[config.mk]
export PLATFORM = sky130hd
export DESIGN_NAME = pipelined_look_ahead_adder
export DESIGN_NICKNAME = d
export VERILOG_FILES = /design/src/rtl/pipelined_look_ahead_adder.sv
export SDC_FILE = /design/constraint.sdc
export NUM_CORES = 1
export LEC_CHECK = 0
export BUFFER_PORTS_ARGS = -buffer_cell sky130_fd_sc_hd__buf_4
export CORE_ASPECT_RATIO = 0.5
export CORE_UTILIZATION = 47
export DETAILED_ROUTE_END_ITERATION = 12
export GPL_ROUTABILITY_DRIVEN = 0
export GPL_TIMING_DRIVEN = 1
export PLACE_DENSITY_LB_ADDON = 0.15
export SETUP_SLACK_MARGIN = 0.15
export SLEW_MARGIN = 20
export SYNTH_ARGS = -nofsm -noshare
export SYNTH_HDL_FRONTEND = slang
export SYNTH_SLANG_ARGS = --single-unit
[constraint.sdc]
create_clock -name clk -period 1.3 [get_ports clk]
set_input_delay 0.13 -clock clk [delete_from_list [all_inputs] [get_ports clk]]
set_output_delay 0.13 -clock clk [all_outputs]
set_load 0.02 [all_outputs]
[src/rtl/pipelined_look_ahead_adder.sv]
// ---------------------------------------------------------------------------
// pipelined_look_ahead_adder
//
// Streaming carry-look-ahead adder/subtractor. Each pipeline stage resolves
// one BLOCK-bit slice with a two-level look-ahead: 4-bit groups produce group
// generate/propagate terms, and a second level derives every group carry
// directly from the slice carry-in (no ripple between groups). The slice
// carry-out is registered into the next stage. Unprocessed upper operand bits
// and completed lower sum bits travel with their token, so the pipeline is
// skewed and sustains one result per cycle.
//
// Parameters
//   SIZE     operand / sum width, multiple of BLOCK
//   BLOCK    bits resolved per stage, multiple of 4 (STAGES = SIZE/BLOCK)
//
// Ports
//   clk        rising-edge clock
//   rst        asynchronous active-high reset, discards in-flight tokens
//   in_valid   operands valid            in_ready   operands accepted
//   input_1    operand A                 input_2    operand B
//   carry_in   carry into bit 0 (add mode only)
//   sub        0 = A + B + carry_in, 1 = A - B
//   out_valid  result valid              out_ready  downstream accepts result
//   sum        result                    carry      MSB carry-out (1 = no borrow)
//   overflow   two's-complement overflow
//
// Build option
//   LA_ADDER_SATURATE_EN  when defined, an overflowing result is clamped to
//   the signed extreme selected by A's sign; otherwise the sum wraps.
// ---------------------------------------------------------------------------
module pipelined_look_ahead_adder #(
  parameter int unsigned SIZE  = 8,
  parameter int unsigned BLOCK = 4
) (
  input  logic            clk,
  input  logic            rst,
  input  logic            in_valid,
  output logic            in_ready,
  input  logic [SIZE-1:0] input_1,
  input  logic [SIZE-1:0] input_2,
  input  logic            carry_in,
  input  logic            sub,
  output logic            out_valid,
  input  logic            out_ready,
  output logic [SIZE-1:0] sum,
  output logic            carry,
  output logic            overflow
);

  localparam int unsigned STAGES = SIZE / BLOCK;
  localparam int unsigned GROUPS = BLOCK / 4;

  // One BLOCK-bit slice: returns {carry_out, sum[BLOCK-1:0]}.
  function automatic logic [BLOCK:0] cla_slice(
    input logic [BLOCK-1:0] a,
    input logic [BLOCK-1:0] b,
    input logic             cin
  );
    logic [BLOCK-1:0]  g;
    logic [BLOCK-1:0]  p;
    logic [BLOCK-1:0]  c;
    logic [GROUPS-1:0] gg;
    logic [GROUPS-1:0] gp;
    logic [GROUPS:0]   gc;
    logic              term;
    g = a & b;
    p = a ^ b;
    for (int unsigned j = 0; j < GROUPS; j++) begin
      gg[j] = g[4*j+3]
            | (p[4*j+3] & g[4*j+2])
            | (p[4*j+3] & p[4*j+2] & g[4*j+1])
            | (p[4*j+3] & p[4*j+2] & p[4*j+1] & g[4*j]);
      gp[j] = &p[4*j +: 4];
    end
    // Second level: each group carry is a flat sum of products over the
    // lower groups and cin, so the loops unroll into parallel logic.
    gc    = '0;
    gc[0] = cin;
    for (int unsigned j = 1; j <= GROUPS; j++) begin
      term = cin;
      for (int unsigned m = 0; m < j; m++) term = term & gp[m];
      gc[j] = term;
      for (int unsigned i = 0; i < j; i++) begin
        term = gg[i];
        for (int unsigned m = i + 1; m < j; m++) term = term & gp[m];
        gc[j] = gc[j] | term;
      end
    end
    for (int unsigned j = 0; j < GROUPS; j++) begin
      c[4*j]   = gc[j];
      c[4*j+1] = g[4*j] | (p[4*j] & gc[j]);
      c[4*j+2] = g[4*j+1] | (p[4*j+1] & g[4*j])
               | (p[4*j+1] & p[4*j] & gc[j]);
      c[4*j+3] = g[4*j+2] | (p[4*j+2] & g[4*j+1])
               | (p[4*j+2] & p[4*j+1] & g[4*j])
               | (p[4*j+2] & p[4*j+1] & p[4*j] & gc[j]);
    end
    return {gc[GROUPS], p ^ c};
  endfunction

  // -------------------------------------------------------------------------
  // Elastic handshake
  // -------------------------------------------------------------------------
  logic [STAGES-1:0] v_q;
  logic [STAGES-1:0] v_d;
  logic [STAGES-1:0] load;

  // Stage k may load when any stage at or after k is empty or the output is
  // being popped; this is the unrolled form of load[k] = !v[k] | load[k+1].
  always_comb begin
    load = '0;
    for (int unsigned k = 0; k < STAGES; k++) begin
      logic free;
      free = out_ready;
      for (int unsigned m = k; m < STAGES; m++) free = free | ~v_q[m];
      load[k] = free;
    end
  end

  always_comb begin
    v_d = v_q;
    if (load[0]) v_d[0] = in_valid;
    for (int unsigned k = 1; k < STAGES; k++) begin
      if (load[k]) v_d[k] = v_q[k-1];
    end
  end

  always_ff @(posedge clk or posedge rst) begin
    if (rst) v_q <= '0;
    else     v_q <= v_d;
  end

  assign in_ready  = load[0];
  assign out_valid = v_q[STAGES-1];

  // -------------------------------------------------------------------------
  // Effective operands
  // -------------------------------------------------------------------------
  logic [SIZE-1:0] b_eff;
  logic            c_eff;

  assign b_eff = sub ? ~input_2 : input_2;
  assign c_eff = sub | carry_in;

  // -------------------------------------------------------------------------
  // Skewed datapath stages
  // -------------------------------------------------------------------------
  for (genvar k = 0; k < STAGES; k++) begin : g_stage
    localparam int unsigned IN = SIZE - k * BLOCK;   // operand bits pending on entry
    localparam int unsigned LO = (k + 1) * BLOCK;    // sum bits complete on exit

    logic [IN-1:0]  src_a;
    logic [IN-1:0]  src_b;
    logic           src_c;
    logic           en;
    logic [BLOCK:0] res;
    logic [LO-1:0]  sum_raw;
    logic [LO-1:0]  sum_d;
    logic [LO-1:0]  sum_q;
    logic           c_q;

    if (k == 0) begin : g_src
      assign src_a   = input_1;
      assign src_b   = b_eff;
      assign src_c   = c_eff;
      assign en      = load[0] & in_valid;
      assign sum_raw = res[BLOCK-1:0];
    end else begin : g_src
      assign src_a   = g_stage[k-1].g_hi.a_q;
      assign src_b   = g_stage[k-1].g_hi.b_q;
      assign src_c   = g_stage[k-1].c_q;
      assign en      = load[k] & v_q[k-1];
      assign sum_raw = {res[BLOCK-1:0], g_stage[k-1].sum_q};
    end

    assign res = cla_slice(src_a[BLOCK-1:0], src_b[BLOCK-1:0], src_c);

    // Data registers only update when a real token enters, so a stalled or
    // idle output keeps its value.
    always_ff @(posedge clk or posedge rst) begin
      if (rst) begin
        sum_q <= '0;
        c_q   <= 1'b0;
      end else if (en) begin
        sum_q <= sum_d;
        c_q   <= res[BLOCK];
      end
    end

    if (k < STAGES - 1) begin : g_hi
      logic [IN-BLOCK-1:0] a_q;
      logic [IN-BLOCK-1:0] b_q;

      always_ff @(posedge clk or posedge rst) begin
        if (rst) begin
          a_q <= '0;
          b_q <= '0;
        end else if (en) begin
          a_q <= src_a[IN-1:BLOCK];
          b_q <= src_b[IN-1:BLOCK];
        end
      end

      assign sum_d = sum_raw;
    end else begin : g_last
      logic ov_d;
      logic ov_q;

      // Carry-into-MSB XOR carry-out equals "operand signs agree and the
      // result sign differs", which avoids exporting the MSB carry-in.
      assign ov_d = (src_a[IN-1] ~^ src_b[IN-1]) & (res[BLOCK-1] ^ src_a[IN-1]);

`ifdef LA_ADDER_SATURATE_EN
      assign sum_d = !ov_d        ? sum_raw :
                     src_a[IN-1]  ? {1'b1, {(SIZE-1){1'b0}}} :
                                    {1'b0, {(SIZE-1){1'b1}}};
`else
      assign sum_d = sum_raw;
`endif

      always_ff @(posedge clk or posedge rst) begin
        if (rst)     ov_q <= 1'b0;
        else if (en) ov_q <= ov_d;
      end

      assign sum      = sum_q;
      assign carry    = c_q;
      assign overflow = ov_q;
    end
  end

endmodule

==> results of run 1 <==
## layout by cell type (no fill, tap or decap), types with 2 or more instances in the layout
| cell type | Yosys | layout |
|---|---|---|
| buf_4 | 1 | 45 |
| dfrtp_1 | 25 | 24 |
| o21ai_1 | 12 | 8 |
| xnor2_1 | 8 | 7 |
| nand2_1 | 12 | 7 |
| mux2_2 | 5 | 5 |
| ha_1 | 8 | 5 |
| mux2_4 | 4 | 4 |
| nand2_2 | 2 | 4 |
| o21ai_2 | 0 | 4 |
| xor2_1 | 7 | 4 |
| buf_6 | 1 | 4 |
| a21oi_2 | 0 | 3 |
| inv_1 | 5 | 3 |
| ha_4 | 0 | 3 |
| clkbuf_8 | 0 | 3 |
| nand2_8 | 0 | 2 |
| a21oi_1 | 5 | 2 |
| xor2_2 | 0 | 2 |
| a211oi_4 | 0 | 2 |
| nand2b_1 | 2 | 2 |
| fa_2 | 0 | 2 |
| buf_12 | 0 | 2 |
| buf_8 | 0 | 2 |
## worst max-delay path, cell delays in order (launching register included)
cell,delay [ns]
dfrtp_1,0.43
ha_4,0.27
a211oi_4,0.28
o21bai_4,0.10
xnor2_1,0.14
o31ai_2,0.22
## layer usage
metal / wire (um) / up-vias / global-route usage [%]
met5: 0 / - / 0
met4: 42 / 0 / 6.132
met3: 116 / 5 / 5.116
met2: 1704 / 27 / 40.27
met1: 1243 / 497 / 22.66
li1: - / 505 / -
## per-stage QoR
step           std cells  TNS [ns]
4_1_cts              206   -0.6132
6_report             208   -0.5771
3_3_place_gp         198   -0.7967
2_1_floorplan        116   -0.2660
3_5_place_dp         198    -1.103
5_1_grt              208   -0.8047
## cell type report
cell class,count,area [um2]
clock buffer,3,41.29
clock inverter,1,5.005
fill,167,564.3
inverter,5,21.27
multi-input combinational,82,872.1
sequential,25,626.9
tap,37,46.29
timing repair buffer,55,490.5
## worst max path at each step
stage                      startpoint              to  slack (ns)  cells past startpoint
2_1_floorplan  g_stage[0].g_hi.b_q[0]        overflow       -0.09                      5
3_3_place_gp                      sub  g_stage[0].c_q       -0.18                      7
3_5_place_dp                      sub  g_stage[0].c_q       -0.20                      7
4_1_cts        g_stage[0].g_hi.b_q[0]        overflow       -0.21                      5
5_1_grt        g_stage[0].g_hi.b_q[0]        overflow       -0.30                      5
6_report       g_stage[0].g_hi.b_q[0]        overflow       -0.23                      5
## sequential cells by signal, indices dropped and copies added (netlist names)
signal            flops
g_stage.sum_q         4
g_stage.g_hi.a_q      4
sum                   8
overflow              1
g_stage.g_hi.b_q      4
g_stage.c_q           1
carry                 1
v_q                   2
## where the power goes
part | switching [mW] | internal, mW | total [mW]
Sequential | 0.152 | 0.994 | 1.15
Clock | 0.242 | 0.215 | 0.457
Combinational | 0.686 | 0.756 | 1.44
Total | 1.08 | 1.96 | 3.04
## logic make-up after synthesis
logic type	after synthesis	synth area share (%)
AO/OA/AOI/OAI	26	13.43
AND/OR/NAND/NOR	22	8.055
multiplexers	9	8.611
adder cells (fa/ha/maj)	10	10.37
flip-flops	25	46.30
buffers and inverters	9	3.519
XOR/XNOR	15	9.723
## repair_timing
| item | in CTS | in global routing |
|---|---|---|
| setup endpoints to repair | 15 | 22 |
| pin swaps | 6 | 21 |
| hold endpoints to repair | 25 | 0 |
| buffers inserted | 2 | 2 |
| gates cloned | 1 | 0 |
| resized for setup | 12 | 31 |
| hold buffers | 1 | 0 |
==> impl_metrics.py, run 1 <==
metrics = {
    "finish": {
        "syn_to_final_growth_pct": 55.65,
        "final_util_pct": 78.85,
        "diodes": 0,
        "drive_above_1_share_pct": 60.23,
        "final_net_count": 204,
        "final_design_area_no_fill_um2": 2103,
    },
    "clock_tree": {
        "clkTransAtPathRegs_ns": 0.08,
        "cts_tree": "yes",
        "clockBufferDepth": 2,
        "clock-sinks": 25,
        "cts_made_buffers": 3,
        "cts_max_level": 1,
        "clk_latency_ns": 0.27,
        "cts-root-buf": "clkbuf_8",
    },
    "worst_setup_path": {
        "startpoint_type": "register",
        "timing.rr.end": "overflow",
        "cp-end-kind": "register",
        "crit_required_ns": 1.48,
        "crit_type": "register to register",
        "worstPathArrival_ns": 1.71,
        "cp_max_fo": 3,
        "worstRegToRegCells": 5,
        "reg2reg_from": "g_stage[0].g_hi.b_q[0]",
        "rrSetupSlack_ns": -0.23,
    },
    "hold_path": {
        "hold_path.class": "input pin to register",
        "worstHoldStart": "input_1[6]",
        "whs_path_depth": 2,
        "min_to": "g_stage[0].g_hi.a_q[2]",
    },
    "sta": {
        "worstMarginPinSlew_ns": 0.3198,
        "slew-limit-headroom_pct": 78.68,
        "whs_ns": 0.09029,
        "setup_viol": 4,
        "fin_crit_ns": 1.531,
        "fmax_mhz": 653.0,
        "fin_ws_ns": -0.2314,
        "hold_viol_final": 0,
        "final.setup_skew_ns": 0.002661,
        "period_share_pct": 117.8,
        "drv_slew": 0,
        "rsz0062_at_grt": "yes",
    },
    "power_and_ir_drop": {
        "power.total_mw": 3.045,
        "p_leak_nw": 0.9605,
        "ir_drop_uv": 729.0,
        "p_per_area_nw_per_um2": 1448,
    },
    "logic_synthesis": {
        "syn_inst": 116,
        "yosysUniqueCellTypes": 29,
        "netlist_area_um2": 1351,
        "syn-num-nets": 148,
        "ys.flop_type": "dfrtp_1",
        "synthTopCellsByArea": "dfrtp_1, ha_1, xnor2_1",
        "synthArstFlopShare_pct": 100.0,
        "synth_seq_cells": 25,
        "synth_most_common_cell": "dfrtp_1",
        "ys_seq_area_share_pct": 46.30,
        "synth-warning-count": 0,
        "synth_top_area_share_pct": 46.30,
        "yosys-top-cells-count": "dfrtp_1, nand2_1, o21ai_1",
        "postSynthAreaPerCell_um2": 11.65,
        "yosys.area.top_type": "dfrtp_1",
        "synth-edff-count": 0,
    },
    "placement": {
        "placed_area_um2": 1774,
        "port_buffers": 33,
        "place_ws_ns": -0.1978,
        "hpwl_um": 1992,
    },
    "routing": {
        "dr.first_iter.drc_count": 27,
        "wl_per_cell_um": 14.93,
        "route.vias.total": 1034,
        "via_per_inst": 4.971,
        "firstDrtPassIters": 4,
        "wl_um": 3106,
        "drc": 0,
        "ant_nets": 0,
    },
    "grt": {
        "antenna_found_initial": 0,
        "grt_pass1_wl_um": 4402,
        "overflow": 0,
        "grt_max_degree": 26,
        "track_usage_pct": 20.27,
        "grt_pass1_vias": 960,
    },
    "status": {
        "violations": "negative setup slack",
        "status": "complete, but fails checks",
    },
    "job": {
        "cap_viol_max_count": 0,
    },
    "floorplan": {
        "die_area_um2": 3107,
        "rows": 13,
        "die_x_um": 77.83,
        "io_pins": 34,
        "core_area_um2": 2668,
        "start_util_pct": 50.66,
        "die_y_um": 39.92,
    },
}
(Power assumes the default switching activity.)
==> run 2, diff against run 1 <==
--- a/config.mk
+++ b/config.mk
@@ -5,6 +5,7 @@
 export SDC_FILE = /design/constraint.sdc
 export NUM_CORES = 1
 export LEC_CHECK = 0
+export ABC_AREA = 1
 export BUFFER_PORTS_ARGS = -buffer_cell sky130_fd_sc_hd__buf_4
 export CORE_ASPECT_RATIO = 0.5
 export CORE_UTILIZATION = 47
@@ -12,7 +13,6 @@
 export GPL_ROUTABILITY_DRIVEN = 0
 export GPL_TIMING_DRIVEN = 1
 export PLACE_DENSITY_LB_ADDON = 0.15
-export SETUP_SLACK_MARGIN = 0.15
 export SLEW_MARGIN = 20
 export SYNTH_ARGS = -nofsm -noshare
 export SYNTH_HDL_FRONTEND = slang
==> run 2 against run 1 <==
Effect of this change:
- the flow still finishes with violations (negative setup slack)
- flip-flop and latch count is the same
- highest routed layer unchanged
- critical endpoint is now sum[7]
- via count grew 21%
- area after synthesis grew 4.8%
- non-clock buffer count shrank 10
- combinational power shrank 14%
==> impl_metrics.py, run 2 <==
metrics = {
    "sta": {
        "period_share_pct": 104.3,
        "fmax_mhz": 737.5,
        "setup_tns_ns": -0.1357,
        "hold_viol_final": 0,
        "fin_crit_ns": 1.356,
        "worstMarginPinSlew_ns": 0.3144,
        "final.setup_skew_ns": 0.005560,
        "fin_ws_ns": -0.05600,
        "rsz0062_at_grt": "yes",
        "drv_slew": 0,
        "slew-limit-headroom_pct": 79.04,
        "setup_viol": 3,
    },
    "power_and_ir_drop": {
        "sw_frac_of_total_pct": 37.31,
        "power_frac_comb_pct": 44.0,
        "intPower_mw": 1.774,
        "pwr-share-clk_pct": 16.1,
        "power_switching_mw": 1.056,
        "p_per_area_nw_per_um2": 1522,
        "seq_power_share_pct": 40.0,
        "ir_drop_uv": 730.6,
        "p_leak_nw": 0.9933,
    },
    "finish": {
        "mostFrequentLayoutCells": "nand2_1, buf_4, dfrtp_1",
        "layout_commonest_cell": "nand2_1",
        "diodes": 0,
        "largest_register_ffs": 8,
        "drive_above_1_share_pct": 29.63,
        "multi_input_comb_area_um2": 726.9,
        "syn_to_final_growth_pct": 31.27,
        "seq_area_um2": 625.6,
        "final_net_count": 249,
        "final_design_area_no_fill_um2": 1859,
        "nFillCells": 228,
        "instances_no_fill": 253,
        "final_util_pct": 68.45,
    },
    "logic_synthesis": {
        "yosys-top-cells-count": "nand2_1, dfrtp_1, inv_1",
        "syn-num-nets": 203,
        "yosysUniqueCellTypes": 21,
        "synth_top_area_share_pct": 44.17,
        "syn_inst": 171,
        "ys.flop_type": "dfrtp_1",
        "synthMuxAreaShare_pct": 0,
        "netlist_area_um2": 1416,
        "synthTopCellsByArea": "dfrtp_1, nand2_1, ha_1",
        "synth-warning-count": 0,
        "postSynthAreaPerCell_um2": 8.283,
        "synth_top_family_by_area": "simple AND/OR/NAND/NOR gates",
        "yosys.area.top_type": "dfrtp_1",
        "ys_seq_area_share_pct": 44.17,
        "synth-edff-count": 0,
        "synthSimpleGateAreaFrac_pct": 24.82,
        "synthArstFlopShare_pct": 100.0,
        "synth_seq_cells": 25,
        "synthXorXnorAreaFrac_pct": 6.184,
        "synth_adder_area_share_pct": 9.894,
        "synth_compound_area_share_pct": 7.155,
        "synth_most_common_cell": "nand2_1",
    },
    "clock_tree": {
        "clk_latency_ns": 0.27,
        "cts-root-buf": "clkbuf_8",
        "cts_made_buffers": 3,
        "clkTransAtPathRegs_ns": 0.09,
        "cts_tree": "yes",
        "clockBufferDepth": 2,
        "cts_max_level": 1,
        "clock-sinks": 25,
    },
    "worst_setup_path": {
        "rrSetupSlack_ns": -0.06,
        "worstPathArrival_ns": 1.57,
        "reg2reg_from": "g_stage[0].g_hi.b_q[2]",
        "crit_required_ns": 1.51,
        "slowest_stage": "dfrtp_1",
        "timing.rr.end": "sum[7]",
        "slowest_delay_ns": 0.44,
        "startpoint_type": "register",
        "crit_chain": "ha_4 > or2_1 > nand2_2 > nand2_2 > nand2_2 > nand3_2 > nand2_1",
        "worstRegToRegCells": 7,
        "cp_common_cell": "nand2_2",
        "cp-end-kind": "register",
        "crit_type": "register to register",
        "cp_max_fo": 3,
    },
    "placement": {
        "placed_cells": 247,
        "port_buffers": 33,
        "place_ws_ns": -0.09655,
        "hpwl_um": 2148,
        "placed_area_um2": 1750,
    },
    "routing": {
        "route.vias.total": 1252,
        "via_per_inst": 4.949,
        "wl_per_cell_um": 11.22,
        "firstDrtPassIters": 4,
        "dr.first_iter.drc_count": 66,
        "wl_um": 2839,
        "ant_nets": 0,
        "drc": 0,
    },
    "hold_path": {
        "min_to": "g_stage[0].g_hi.a_q[1]",
        "hold_path.class": "input pin to register",
        "whs_path_depth": 3,
        "worstHoldStart": "input_1[5]",
    },
    "floorplan": {
        "io_pins": 34,
        "die_area_um2": 3250,
        "die_y_um": 40.82,
        "core_area_um2": 2716,
        "start_util_pct": 52.14,
        "rows": 13,
        "die_x_um": 79.64,
    },
    "grt": {
        "overflow": 0,
        "track_usage_pct": 19.09,
        "grt_pass1_vias": 1078,
        "grt_pass1_wl_um": 4512,
        "grt_max_degree": 26,
        "antenna_found_initial": 0,
    },
    "job": {
        "cap_viol_max_count": 0,
    },
    "status": {
        "violations": "negative setup slack",
        "status": "complete, but fails checks",
    },
}
run 2: metal layers:
layer / track usage, % / vias up / part of all wire [%]
li1: - / 627 / -
met1: 21.09 / 588 / 44
met2: 38.68 / 35 / 49
met3: 4.000 / 2 / 5.2
met4: 6.818 / 0 / 1.2
met5: 0 / - / 0
run 2: area by class of cell:
cell class / count / area share, %
flip-flops and latches: 25 / 33.65
clock buffers: 4 / 2.423
multi-input cells: 122 / 39.10
inverters: 20 / 4.038
repair buffers: 45 / 18.30
well taps: 37 / 2.490
run 2: cell families after synthesis:
family,after synthesis
flops,25
simple gates,85
compound gates,17
fa+ha+maj,10
buf+inv,24
xor+xnor,10
run 2: per-stage QoR:
step / hold WS (ns) / power, mW
2_1_floorplan: 0.1573 / 1.846
3_3_place_gp: 0.2037 / 2.270
3_5_place_dp: 0.2098 / 2.310
4_1_cts: 0.04975 / 2.793
5_1_grt: 0.06626 / 3.028
6_report: 0.05195 / 2.830
run 2: power groups by stage:
| stage | Sequential (mW) | Clock, mW | Combinational (mW) |
|---|---|---|---|
| final | 1.13 | 0.455 | 1.24 |
| after global routing | 1.16 | 0.492 | 1.38 |
| after CTS | 1.13 | 0.465 | 1.20 |
| after detailed placement | 1.14 | 0 | 1.17 |
| after global placement | 1.13 | 0 | 1.14 |
| after floorplan | 1.30 | 0 | 0.551 |
run 2: timing repair:
| item | in CTS | in global routing |
|---|---|---|
| setup endpoints to repair | 4 | 4 |
| gates resized for setup | 2 | 8 |
| endpoints found under the hold margin | 25 | 0 |
| buffers inserted | 0 | 1 |
| hold buffers | 1 | 0 |
| pin swaps | 1 | 3 |
run 2: how the worst max path moves through the flow:
stage / from / endpoint / slack [ns] / cells after the start
5_1_grt: g_stage[0].g_hi.b_q[2] / sum[7] / -0.1 / 7
3_3_place_gp: sub / g_stage[0].sum_q[3] / -0.04 / 10
4_1_cts: g_stage[0].g_hi.a_q[2] / sum[7] / -0.02 / 7
2_1_floorplan: sub / g_stage[0].sum_q[3] / 0.02 / 9
6_report: g_stage[0].g_hi.b_q[2] / sum[7] / -0.06 / 7
3_5_place_dp: sub / g_stage[0].sum_q[3] / -0.1 / 10
run 2: worst max-delay path: cells and delay by family (launching register included):
kind / cells / cell delay [ns]
fa+ha+maj: 1 / 0.27
flops: 1 / 0.44
simple gates: 6 / 0.60
==> run 3, diff against run 2 <==
--- a/config.mk
+++ b/config.mk
@@ -12,7 +12,7 @@
 export DETAILED_ROUTE_END_ITERATION = 12
 export GPL_ROUTABILITY_DRIVEN = 0
 export GPL_TIMING_DRIVEN = 1
-export PLACE_DENSITY_LB_ADDON = 0.15
+export PLACE_DENSITY = 0.76
 export SLEW_MARGIN = 20
 export SYNTH_ARGS = -nofsm -noshare
 export SYNTH_HDL_FRONTEND = slang
==> run 3 against run 2 <==
Effect of this change:
- the run still ends with negative setup slack left
- utilization increased by 1.1 points
- first-iteration DRC count increased by 18%
- die area unchanged
- worst hold slack improved by 0.012 ns
- sequential power about the same
- largest power group unchanged
- highest routed layer unchanged
- global-route usage increased by 3.3 points
- critical path depth decreased by 1
- critical path type unchanged
- clock-buffer cell count decreased by 1
- largest cell class unchanged
- sequential share of layout area decreased by 0.45 points
==> impl_metrics.py, run 3 (same netlist as run 2, synthesis figures left out) <==
metrics = {
    "status": {
        "status": "complete, but fails checks",
        "violations": "negative setup slack",
    },
    "worst_setup_path": {
        "cp_num_buf_inv": 0,
        "reg2reg_from": "g_stage[0].g_hi.b_q[2]",
        "worstPathArrival_ns": 1.55,
        "startpoint_type": "register",
        "path_delay_family": "simple AND/OR/NAND/NOR gates",
        "cp-end-kind": "register",
        "startpoint": "g_stage[0].g_hi.b_q[2]",
        "crit_chain": "ha_4 > or2_1 > nand2_2 > nand3_1 > nand3_2 > nand2_1",
        "cp_max_fo": 3,
        "crit_required_ns": 1.47,
        "crit_type": "register to register",
        "slowest_stage": "dfrtp_1",
        "slowest_delay_ns": 0.42,
    },
    "finish": {
        "instances_no_fill": 256,
        "multi_input_comb_area_um2": 730.7,
        "final_util_pct": 69.51,
        "nFillCells": 230,
        "seq_area_um2": 626.9,
        "final_net_count": 252,
        "diodes": 0,
        "layout_commonest_cell": "nand2_1",
        "largest_register_ffs": 8,
        "mostFrequentLayoutCells": "nand2_1, buf_4, dfrtp_1",
        "drive_above_1_share_pct": 32.42,
        "syn_to_final_growth_pct": 33.30,
    },
    "clock_tree": {
        "cts_made_buffers": 3,
        "cts-root-buf": "clkbuf_8",
        "clkTransAtPathRegs_ns": 0.09,
        "clockBufferDepth": 2,
        "cts_tree": "yes",
        "clk_latency_ns": 0.27,
        "clock-sinks": 25,
        "cts_max_level": 1,
    },
    "floorplan": {
        "start_util_pct": 52.14,
        "rows": 13,
        "core_area_um2": 2716,
        "die_x_um": 79.64,
        "die_y_um": 40.82,
        "die_area_um2": 3250,
        "io_pins": 34,
    },
    "power_and_ir_drop": {
        "p_per_area_nw_per_um2": 1538,
        "p_leak_nw": 1.008,
        "power_switching_mw": 1.108,
        "ir_drop_uv": 819.1,
        "intPower_mw": 1.797,
        "power_frac_comb_pct": 44.9,
        "pwr-share-clk_pct": 15.6,
        "seq_power_share_pct": 39.5,
        "sw_frac_of_total_pct": 38.14,
    },
    "routing": {
        "drc": 0,
        "wl_per_cell_um": 12.92,
        "ant_nets": 0,
        "firstDrtPassIters": 4,
        "dr.first_iter.drc_count": 78,
        "via_per_inst": 4.805,
        "route.vias.total": 1230,
        "wl_um": 3307,
    },
    "grt": {
        "overflow": 0,
        "track_usage_pct": 22.39,
        "grt_max_degree": 26,
        "grt_pass1_vias": 1140,
        "grt_pass1_wl_um": 5133,
        "antenna_found_initial": 0,
    },
    "sta": {
        "fin_crit_ns": 1.376,
        "hold_viol_final": 0,
        "fin_ws_ns": -0.07568,
        "drv_slew": 0,
        "slew-limit-headroom_pct": 78.80,
        "setup_viol": 4,
        "fmax_mhz": 726.9,
        "period_share_pct": 105.8,
        "rsz0062_at_grt": "yes",
        "final.setup_skew_ns": 0.008760,
        "worstMarginPinSlew_ns": 0.3179,
        "whs_ns": 0.06364,
    },
    "placement": {
        "hpwl_um": 2315,
        "placed_cells": 247,
        "place_ws_ns": -0.1004,
        "port_buffers": 33,
    },
    "hold_path": {
        "worstHoldStart": "input_1[5]",
        "hold_path.class": "input pin to register",
    },
    "job": {
        "cap_viol_max_count": 0,
    },
}
-- run 3: changes by cell type in the layout (fill, tap and decap cells not counted) --
cell / before / now
clkinv_2: 0 / 1
buf_4: 44 / 47
nand2_1: 58 / 55
nand2_2: 5 / 8
dfrtp_2: 0 / 1
a21oi_1: 2 / 3
a21oi_2: 1 / 0
dfrtp_1: 25 / 24
clkbuf_1: 1 / 0
-- run 3: power by group through the flow --
stage | clock [mW] | combinational (mW) | sequential [mW]
global route | 0.496 | 1.42 | 1.17
global placement | 0 | 1.13 | 1.14
finish | 0.452 | 1.30 | 1.15
CTS | 0.465 | 1.27 | 1.14
detailed placement | 0 | 1.18 | 1.15
floorplan | 0 | 0.551 | 1.30
-- run 3: final timing paths --
path,slack (ns),endpoint,cells after the start
worst min-delay path,0.06,g_stage[0].g_hi.a_q[1],3
worst max-delay path,-0.08,sum[7],6
worst min register to register,0.48,sum[3],2
min in group asynchronous,0.46,carry,4
max in group asynchronous,0.57,g_stage[0].g_hi.b_q[1],4
worst max register to register,-0.08,sum[7],6
-- run 3: layout make-up --
| class | count | area share (%) |
|---|---|---|
| Clock inverter | 1 | 0.2651 |
| Tap cell | 37 | 2.452 |
| Timing Repair Buffer | 48 | 19.22 |
| Clock buffer | 3 | 2.187 |
| Multi-Input combinational cell | 122 | 38.70 |
| Inverter | 20 | 3.976 |
| Sequential cell | 25 | 33.20 |
-- run 3: through the flow --
stage | total power, mW | TNS (ns) | cell area [um2]
global placement | 2.271 | -0.1308 | 1750
detailed placement | 2.326 | -0.4510 | 1750
global route | 3.083 | -0.3692 | 1888
CTS | 2.878 | -0.02254 | 1877
floorplan | 1.846 | 0 | 1416
finish | 2.905 | -0.1917 | 1888
-- run 3: routing by layer --
metal / global-route usage [%] / routed length, um / up-vias
li1: - / - / 632
met1: 27.10 / 1473 / 544
met2: 41.45 / 1612 / 48
met3: 4.667 / 167 / 6
met4: 8.636 / 53 / 0
met5: 0 / 0 / -
-- run 3: timing repair --
item,in CTS,in global routing
pin swaps,6,5
setup buffers,4,0
resized for setup,7,6
hold endpoints to repair,25,0
hold buffers,1,0
endpoints found under the setup margin,3,5
-- run 3: worst register-to-register path, stage by stage, from the launching register on --
cell     delay, ns
dfrtp_1       0.42
ha_4          0.26
or2_1         0.21
nand2_2       0.10
nand3_1       0.13
nand3_2       0.11
nand2_1       0.05
